**config.mk**
```make
export PLATFORM = sky130hd
export DESIGN_NAME = irq_gateway
export DESIGN_NICKNAME = d
export VERILOG_FILES = /design/src/rtl/irq_gateway_pkg.sv /design/src/rtl/irq_gateway_filter.sv /design/src/rtl/irq_gateway.sv
export SDC_FILE = /design/constraint.sdc
export NUM_CORES = 1
export LEC_CHECK = 0
export CORE_MARGIN = 5
export CORE_UTILIZATION = 25
export CTS_CLUSTER_DIAMETER = 30
export DETAILED_ROUTE_END_ITERATION = 7
export PLACE_DENSITY_LB_ADDON = 0.15
export REMOVE_ABC_BUFFERS = 1
export SLEW_MARGIN = 20
export SYNTH_ARGS = -nofsm -noshare
export SYNTH_HDL_FRONTEND = slang
export SYNTH_SLANG_ARGS = --single-unit
```
**constraint.sdc**
```tcl
create_clock -name clk_i -period 3.6 [get_ports clk_i]
set_input_delay 0.72 -clock clk_i [delete_from_list [all_inputs] [get_ports clk_i]]
set_output_delay 0.72 -clock clk_i [all_outputs]
set_load 0.02 [all_outputs]
```
**src/rtl/irq_gateway_pkg.sv**
```systemverilog
// irq_gateway_pkg: shared types and defaults for the interrupt gateway.
// Optional glitch filter is enabled by IRQ_GATEWAY_GLITCH_FILTER_EN.
package irq_gateway_pkg;

  localparam int unsigned IRQ_MAX_DEF       = 32;
  localparam int unsigned SYNC_STAGES_DEF   = 2;
  localparam int unsigned FILTER_CYCLES_DEF = 4;

  typedef enum logic {
    IRQ_LEVEL = 1'b0,
    IRQ_EDGE  = 1'b1
  } irq_mode_e;

  function automatic int unsigned irq_id_w(int unsigned n);
    return (n > 1) ? $clog2(n) : 1;
  endfunction

  localparam int unsigned IRQ_ID_W = irq_id_w(IRQ_MAX_DEF);

endpackage

```
**src/rtl/irq_gateway_filter.sv**
```systemverilog
// irq_gateway_filter: per-line glitch filter on the synchronised level.
// Used only when IRQ_GATEWAY_GLITCH_FILTER_EN is defined.
module irq_gateway_filter
  import irq_gateway_pkg::*;
#(
  parameter int unsigned FILTER_CYCLES = FILTER_CYCLES_DEF
) (
  input  logic clk_i,
  input  logic rst_ni,
  input  logic s_i,
  output logic f_o
);

  localparam int unsigned CntW = $clog2(FILTER_CYCLES + 1);

  logic [CntW-1:0] cnt_q;
  logic            f_q;

  // f follows s only after FILTER_CYCLES consecutive differing samples
  always_ff @(posedge clk_i or negedge rst_ni) begin
    if (!rst_ni) begin
      cnt_q <= '0;
      f_q   <= 1'b0;
    end else if (s_i == f_q) begin
      cnt_q <= '0;
    end else if (cnt_q == CntW'(FILTER_CYCLES - 1)) begin
      cnt_q <= '0;
      f_q   <= s_i;
    end else begin
      cnt_q <= cnt_q + 1'b1;
    end
  end

  assign f_o = f_q;

endmodule

```
**src/rtl/irq_gateway.sv**
```systemverilog
// irq_gateway: sync, polarity, level/edge conditioning of interrupt lines.
// Define IRQ_GATEWAY_GLITCH_FILTER_EN to insert the per-line glitch filter.
module irq_gateway
  import irq_gateway_pkg::*;
#(
  parameter  int unsigned IRQ_MAX       = IRQ_MAX_DEF,
  parameter  int unsigned SYNC_STAGES   = SYNC_STAGES_DEF,
  parameter  int unsigned FILTER_CYCLES = FILTER_CYCLES_DEF,
  localparam int unsigned IdW           = irq_id_w(IRQ_MAX)
) (
  input  logic               clk_i,
  input  logic               rst_ni,
  input  logic [IRQ_MAX-1:0] irq_raw_i,
  input  logic [IRQ_MAX-1:0] inv_i,
  input  logic [IRQ_MAX-1:0] edge_i,
  input  logic               clr_valid_i,
  input  logic [IdW-1:0]     clr_id_i,
  output logic [IRQ_MAX-1:0] irq_o,
  output logic [IRQ_MAX-1:0] overflow_o
);

  localparam int unsigned ArmCnt = SYNC_STAGES + 1;
  localparam int unsigned ArmW   = $clog2(ArmCnt + 1);

  logic [IRQ_MAX-1:0] sync_q [SYNC_STAGES];
  logic [IRQ_MAX-1:0] s, f, x, rise, clr_hit;
  logic [IRQ_MAX-1:0] x_prev_q;
  logic [IRQ_MAX-1:0] pend_q, pend_d;
  logic [IRQ_MAX-1:0] ovf_q, ovf_d;
  logic [IRQ_MAX-1:0] irq_q, irq_d;
  logic [ArmW-1:0]    arm_cnt_q;
  logic               arm_q;

  always_ff @(posedge clk_i or negedge rst_ni) begin
    if (!rst_ni) begin
      for (int i = 0; i < SYNC_STAGES; i++) sync_q[i] <= '0;
    end else begin
      sync_q[0] <= irq_raw_i;
      for (int i = 1; i < SYNC_STAGES; i++) sync_q[i] <= sync_q[i-1];
    end
  end

  assign s = sync_q[SYNC_STAGES-1];

`ifdef IRQ_GATEWAY_GLITCH_FILTER_EN
  for (genvar g = 0; g < IRQ_MAX; g++) begin : g_filt
    irq_gateway_filter #(
      .FILTER_CYCLES(FILTER_CYCLES)
    ) u_filt (
      .clk_i (clk_i),
      .rst_ni(rst_ni),
      .s_i   (s[g]),
      .f_o   (f[g])
    );
  end
`else
  assign f = s;
`endif

  // Hold off edge detection until the synchroniser has flushed reset zeros
  always_ff @(posedge clk_i or negedge rst_ni) begin
    if (!rst_ni) begin
      arm_cnt_q <= '0;
      arm_q     <= 1'b0;
    end else if (!arm_q) begin
      arm_cnt_q <= arm_cnt_q + 1'b1;
      arm_q     <= (arm_cnt_q == ArmW'(ArmCnt - 1));
    end
  end

  always_comb begin
    x    = f ^ inv_i;
    rise = x & ~x_prev_q & {IRQ_MAX{arm_q}};
    for (int i = 0; i < IRQ_MAX; i++) begin
      clr_hit[i] = clr_valid_i && (clr_id_i == IdW'(i));
    end
  end

  always_comb begin
    pend_d = '0;
    ovf_d  = '0;
    irq_d  = '0;
    for (int i = 0; i < IRQ_MAX; i++) begin
      unique case (irq_mode_e'(edge_i[i]))
        IRQ_EDGE: begin
          pend_d[i] = rise[i] | (pend_q[i] & ~clr_hit[i]);
          ovf_d[i]  = (ovf_q[i] | (rise[i] & pend_q[i])) & ~clr_hit[i];
          irq_d[i]  = pend_d[i];
        end
        IRQ_LEVEL: begin
          irq_d[i] = x[i];
        end
        default: ;
      endcase
    end
  end

  always_ff @(posedge clk_i or negedge rst_ni) begin
    if (!rst_ni) begin
      x_prev_q <= '0;
      pend_q   <= '0;
      ovf_q    <= '0;
      irq_q    <= '0;
    end else begin
      x_prev_q <= x;
      pend_q   <= pend_d;
      ovf_q    <= ovf_d;
      irq_q    <= irq_d;
    end
  end

  assign irq_o      = irq_q;
  assign overflow_o = ovf_q;

endmodule

```
# Yosys cells after proc, flatten, opt, wreduce, memory -nomap -nowiden
# Index checks and enable logic that the tools add are counted.
[classes]
reduce_logical = 33
muxes = 97
bitwise_logic = 228
n_addsub = 1
eq_ne = 32
[ops]
columns = ["operator", "n"]
rows = [
  ["$and 1x1->1", 96],
  ["$eq 5x5->1 const B", 16],
  ["$mux 1", 65],
  ["$and 32x32->32", 2],
  ["$not 1->1", 64],
  ["$or 1x1->1", 64],
  ["$pmux 1 s2", 32],
  ["$eq 5x4->1 const B", 8],
  ["$logic_and 1x1->1", 32],
  ["$not 32->32", 1],
  ["$xor 32x32->32", 1],
  ["$eq 5x3->1 const B", 4],
  ["$eq 5x2->1 const B", 2],
  ["$eq 5x1->1 const B", 1],
  ["$logic_not 5->1", 1],
  ["$add 2x1->2 const B", 1],
  ["$eq 2x2->1 const B", 1],
]
[totals]
register_bits = 195
word_cells = 399

# Depth between registers and ports, before layout
[depth]
word_depth = 7
ltp_mapped = 5
depth_no_buf = 3

# Worst setup path after synthesis
# OpenSTA, ideal clock, no wires.
[synth_timing]
path_type = "input port to flip-flop"
from = "input clr_id_i[4]"
to = "register irq_q[3] (netlist: irq_o[3])"
path_buffers = 1
arrival_ns = 1.736
path_stages = 4
path_slack_ns = 1.733
path_cell_list = "buf_6 > nor4b_4 > a31oi_1 > or3_1"
[synth_between]
elab_chain_cells = 6
[synth_lines]
columns = ["item", "line_no", "rtl"]
rows = [
  ["start: declaration", "irq_gateway.sv:17", "input logic [IdW-1:0] clr_id_i,"],
  ["$eq 5x2->1", "irq_gateway.sv:75", "clr_hit[i] = clr_valid_i && (clr_id_i == IdW'(i));"],
  ["$logic_and 1x1->1", "irq_gateway.sv:75", ""],
  ["$not 1->1", "irq_gateway.sv:86", "pend_d[i] = rise[i] | (pend_q[i] & ~clr_hit[i]);"],
  ["$and 1x1->1", "irq_gateway.sv:86", ""],
  ["$or 1x1->1", "irq_gateway.sv:86", ""],
  ["$pmux 1 s2", "irq_gateway.sv:84", "unique case (irq_mode_e'(edge_i[i]))"],
  ["via irq_d[3]", "irq_gateway.sv:30", "logic [IRQ_MAX-1:0] irq_q, irq_d;"],
  ["end signal: assignment", "irq_gateway.sv:108", "irq_q <= irq_d;"],
  ["end: declaration", "irq_gateway.sv:30", ""],
]
# The timed path passes the listed nets, and every way through them passes these cells.
# A chain may end at the register's enable or synchronous reset.

# Worst setup path in the final report
[layout_timing]
from = "input clr_id_i[4]"
to = "register irq_q[1] (netlist: irq_o[1])"
[layout_between]
elab_chain_cells = 6
[layout_lines]
columns = ["item", "line_no"]
rows = [
  ["$eq 5x1->1", "irq_gateway.sv:75"],
  ["$logic_and 1x1->1", "irq_gateway.sv:75"],
  ["$not 1->1", "irq_gateway.sv:86"],
  ["$and 1x1->1", "irq_gateway.sv:86"],
  ["$or 1x1->1", "irq_gateway.sv:86"],
  ["$pmux 1 s2", "irq_gateway.sv:84"],
  ["via irq_d[1]", "irq_gateway.sv:30"],
]
# The timed path passes the listed nets, and every way through them passes these cells.

==> run_results.csv <==
group,metric,value,unit
place,hpwl,13.7,mm
grt,track_usage,12.2,%
critical_path,cp.arrival,2.61,ns
cts,cts_hold_buffers,0,
floorplanning,die_h,179,µm
critical_path,crit_fanout,8,
yosys,syn_area_per_cell,12.7,µm²
drt,drcViolationCount,0,
place,portBuffers,167,
floorplanning,ioPinCount,168,
timing,grt_setup_unrepaired,"false",
timing,fmax,0.435,GHz
floorplanning,rows,62,
critical_path,max_stage_delay,0.70,ns
final_layout,syn_to_final_growth,38.3,%
floorplanning,coreArea,28500,µm²
yosys,syn_inst,566,
drt,ant_nets,0,
cts,clk_pin_slew_worst_paths,0.08,ns
cts,clock_latency,0.44,ns
cts,root_buffer,"clkbuf_16",
critical_path,slowest_stage,"nor4b_4",
yosys,ys.flop_type,"dfrtp_1",
critical_path,crit_buf_inv,1,
job,cap_violations,0,
final_layout,layout.cells.most_common,"dfrtp_1",
outcome,status,"completed",
drt,first_pass_iters,7,
grt,overflow,0,
cts,cts_tree,"built",
worst_hold_path,hold_class,"in2async",
final_layout,fin_nets,848,
timing,slew_violations,0,
timing,tns,0,ns
floorplanning,dieArea,32100,µm²
final_layout,drive_gt1_share,7.14,%
grt,grt_pass1_vias,5450,
cts,htree_levels,4,
timing,final.setup.worst_slack,1.30,ns
drt,wl,19.0,mm
drt,wire_per_inst,16.6,µm
critical_path,crit_type,"in2reg",
final_layout,final_cell_mix,"dfrtp_1, clkdlybuf4s50_1, inv_1",
yosys,yosysWarnings,0,
place,dp_slack,0.814,ns
cts,cts_setup_buffers,0,
critical_path,crit_path_start_kind,"input pin",
timing,slew_headroom,41.1,%
grt,antenna_found_initial,1,
yosys,synth-seq-area-share,68.1,%
critical_path,crit_chain,"clkdlybuf4s50_1, nor4b_4, a21oi_1, or3_1",
timing,finalClockSkew,0.0156,ns
drt,via_per_inst,4.35,
power,p_leak,4.37,nW
power,power_density,512,nW/µm²
timing,worst_pin_slew,0.883,ns
drt,dr.first_iter.drc_count,204,
yosys,synth_enable_flop_cells,0,
cts,cts_made_buffers,17,
yosys,synth_seq_cells,195,
cts,postCtsResizedCells,0,
floorplanning,fp.dieW,179,µm
yosys,synth.distinct_cells,33,
critical_path,critPathTopFamily,"simple AND/OR/NAND/NOR gates",
grt,grt_first_pass_wirelength,29.8,mm
yosys,synthArstFlopShare,100,%
place,gp_congestion,0.749,
timing,setup_viol,0,
cts,clockBufferDepth,2,
yosys,syn_area,7170,µm²
grt,grt_max_degree,89,
critical_path,end_kind,"flop",
drt,num_vias,4963,
timing,finalCriticalPeriod,2.30,ns
timing,period_share,63.9,%
floorplanning,start_util,25.2,%
timing,final-hold-violation-count,0,
cts,cts_sinks,195,
power,peakVddDrop,0.289,mV
critical_path,timing.critical_path.required,3.91,ns
[final cells by class]
class,count,area [µm²]
inverters,46,173
diodes,1,2.50
fillers,2819,18600
flip-flops and latches,195,4880
clock buffers,18,439
multi-input cells,308,2010
clock inverters,14,160
repair buffers,175,1760
well taps,384,480
[flip-flops by register name, summed over array words and instances, names as in the netlist]
| register | flops |
|---|---|
| pend_q | 32 |
| overflow_o | 32 |
| irq_o | 32 |
| arm_cnt_q | 2 |
| x_prev_q | 32 |
| f | 32 |
| sync_q | 32 |
| arm_q | 1 |
[final timing paths]
check,startpoint,to,slack (ns),cells past startpoint
max,clr_id_i[4],irq_o[1],1.30,4
min reg2reg,sync_q[44],f[12],0.35,0
max in group asynchronous,rst_ni,sync_q[33],2.44,2
max reg2reg,arm_q,pend_q[7],1.98,2
min in group clk_i,sync_q[44],f[12],0.35,0
min,rst_ni,sync_q[59],0.33,1
[kinds of logic (layout without fill, tap and decap cells)]
group / Yosys count / count (layout) / share of synthesized area [%]
flops: 195 / 195 / 68.1
compound gates: 145 / 145 / 13.2
simple gates: 129 / 129 / 10.7
buf+inv: 63 / 253 / 3.79
xor+xnor: 33 / 33 / 4.03
fa+ha+maj: 1 / 1 / 0.175
other cells: 0 / 1 / 0
[layer usage]
| metal | up-vias | share of wire [%] | wire length [µm] | GRT usage [%] |
|---|---|---|---|---|
| li1 | 2313 | - | - | - |
| met1 | 2483 | 43 | 8150 | 14.9 |
| met2 | 145 | 49 | 9300 | 20.6 |
| met3 | 20 | 7.0 | 1320 | 4.20 |
| met4 | 2 | 0.89 | 168 | 3.43 |
| met5 | - | 0.069 | 13 | 0 |
[report_power, final]
| group | switching [mW] | internal (mW) |
|---|---|---|
| registers | 0.0796 | 2.37 |
| logic | 0.363 | 0.350 |
| clock network | 0.953 | 0.955 |
[synthesized netlist by cell type, drive strengths merged, types with 10 or more instances]
master | n | area (µm²)
o221ai | 13 | 114
or3 | 19 | 119
inv | 46 | 173
o21a | 19 | 143
a21o | 19 | 144
nor2 | 20 | 75.1
nand3b | 13 | 97.6
nand3 | 13 | 65.1
xnor2 | 20 | 175
a21oi | 37 | 185
dfrtp | 195 | 4880
o211ai | 13 | 97.6
nor3b | 19 | 143
o21ai | 30 | 150
nand2 | 31 | 116
xor2 | 13 | 114
buf | 10 | 72.6
[stage by stage]
step                total power [mW]  utilization, %  std cells  cell area (µm²)  hold slack (ns)
floorplan                       2.79               -        549             7070            0.331
global placement                3.20            32.7       1108             9310            0.332
detailed placement              3.22            32.7       1108             9310            0.336
CTS                             5.17            34.8       1140             9910            0.349
global route                    5.34            34.8       1140             9910            0.359
finish                          5.07            34.8       1141             9910            0.329
Note: power is estimated with default switching activity, not from simulation.
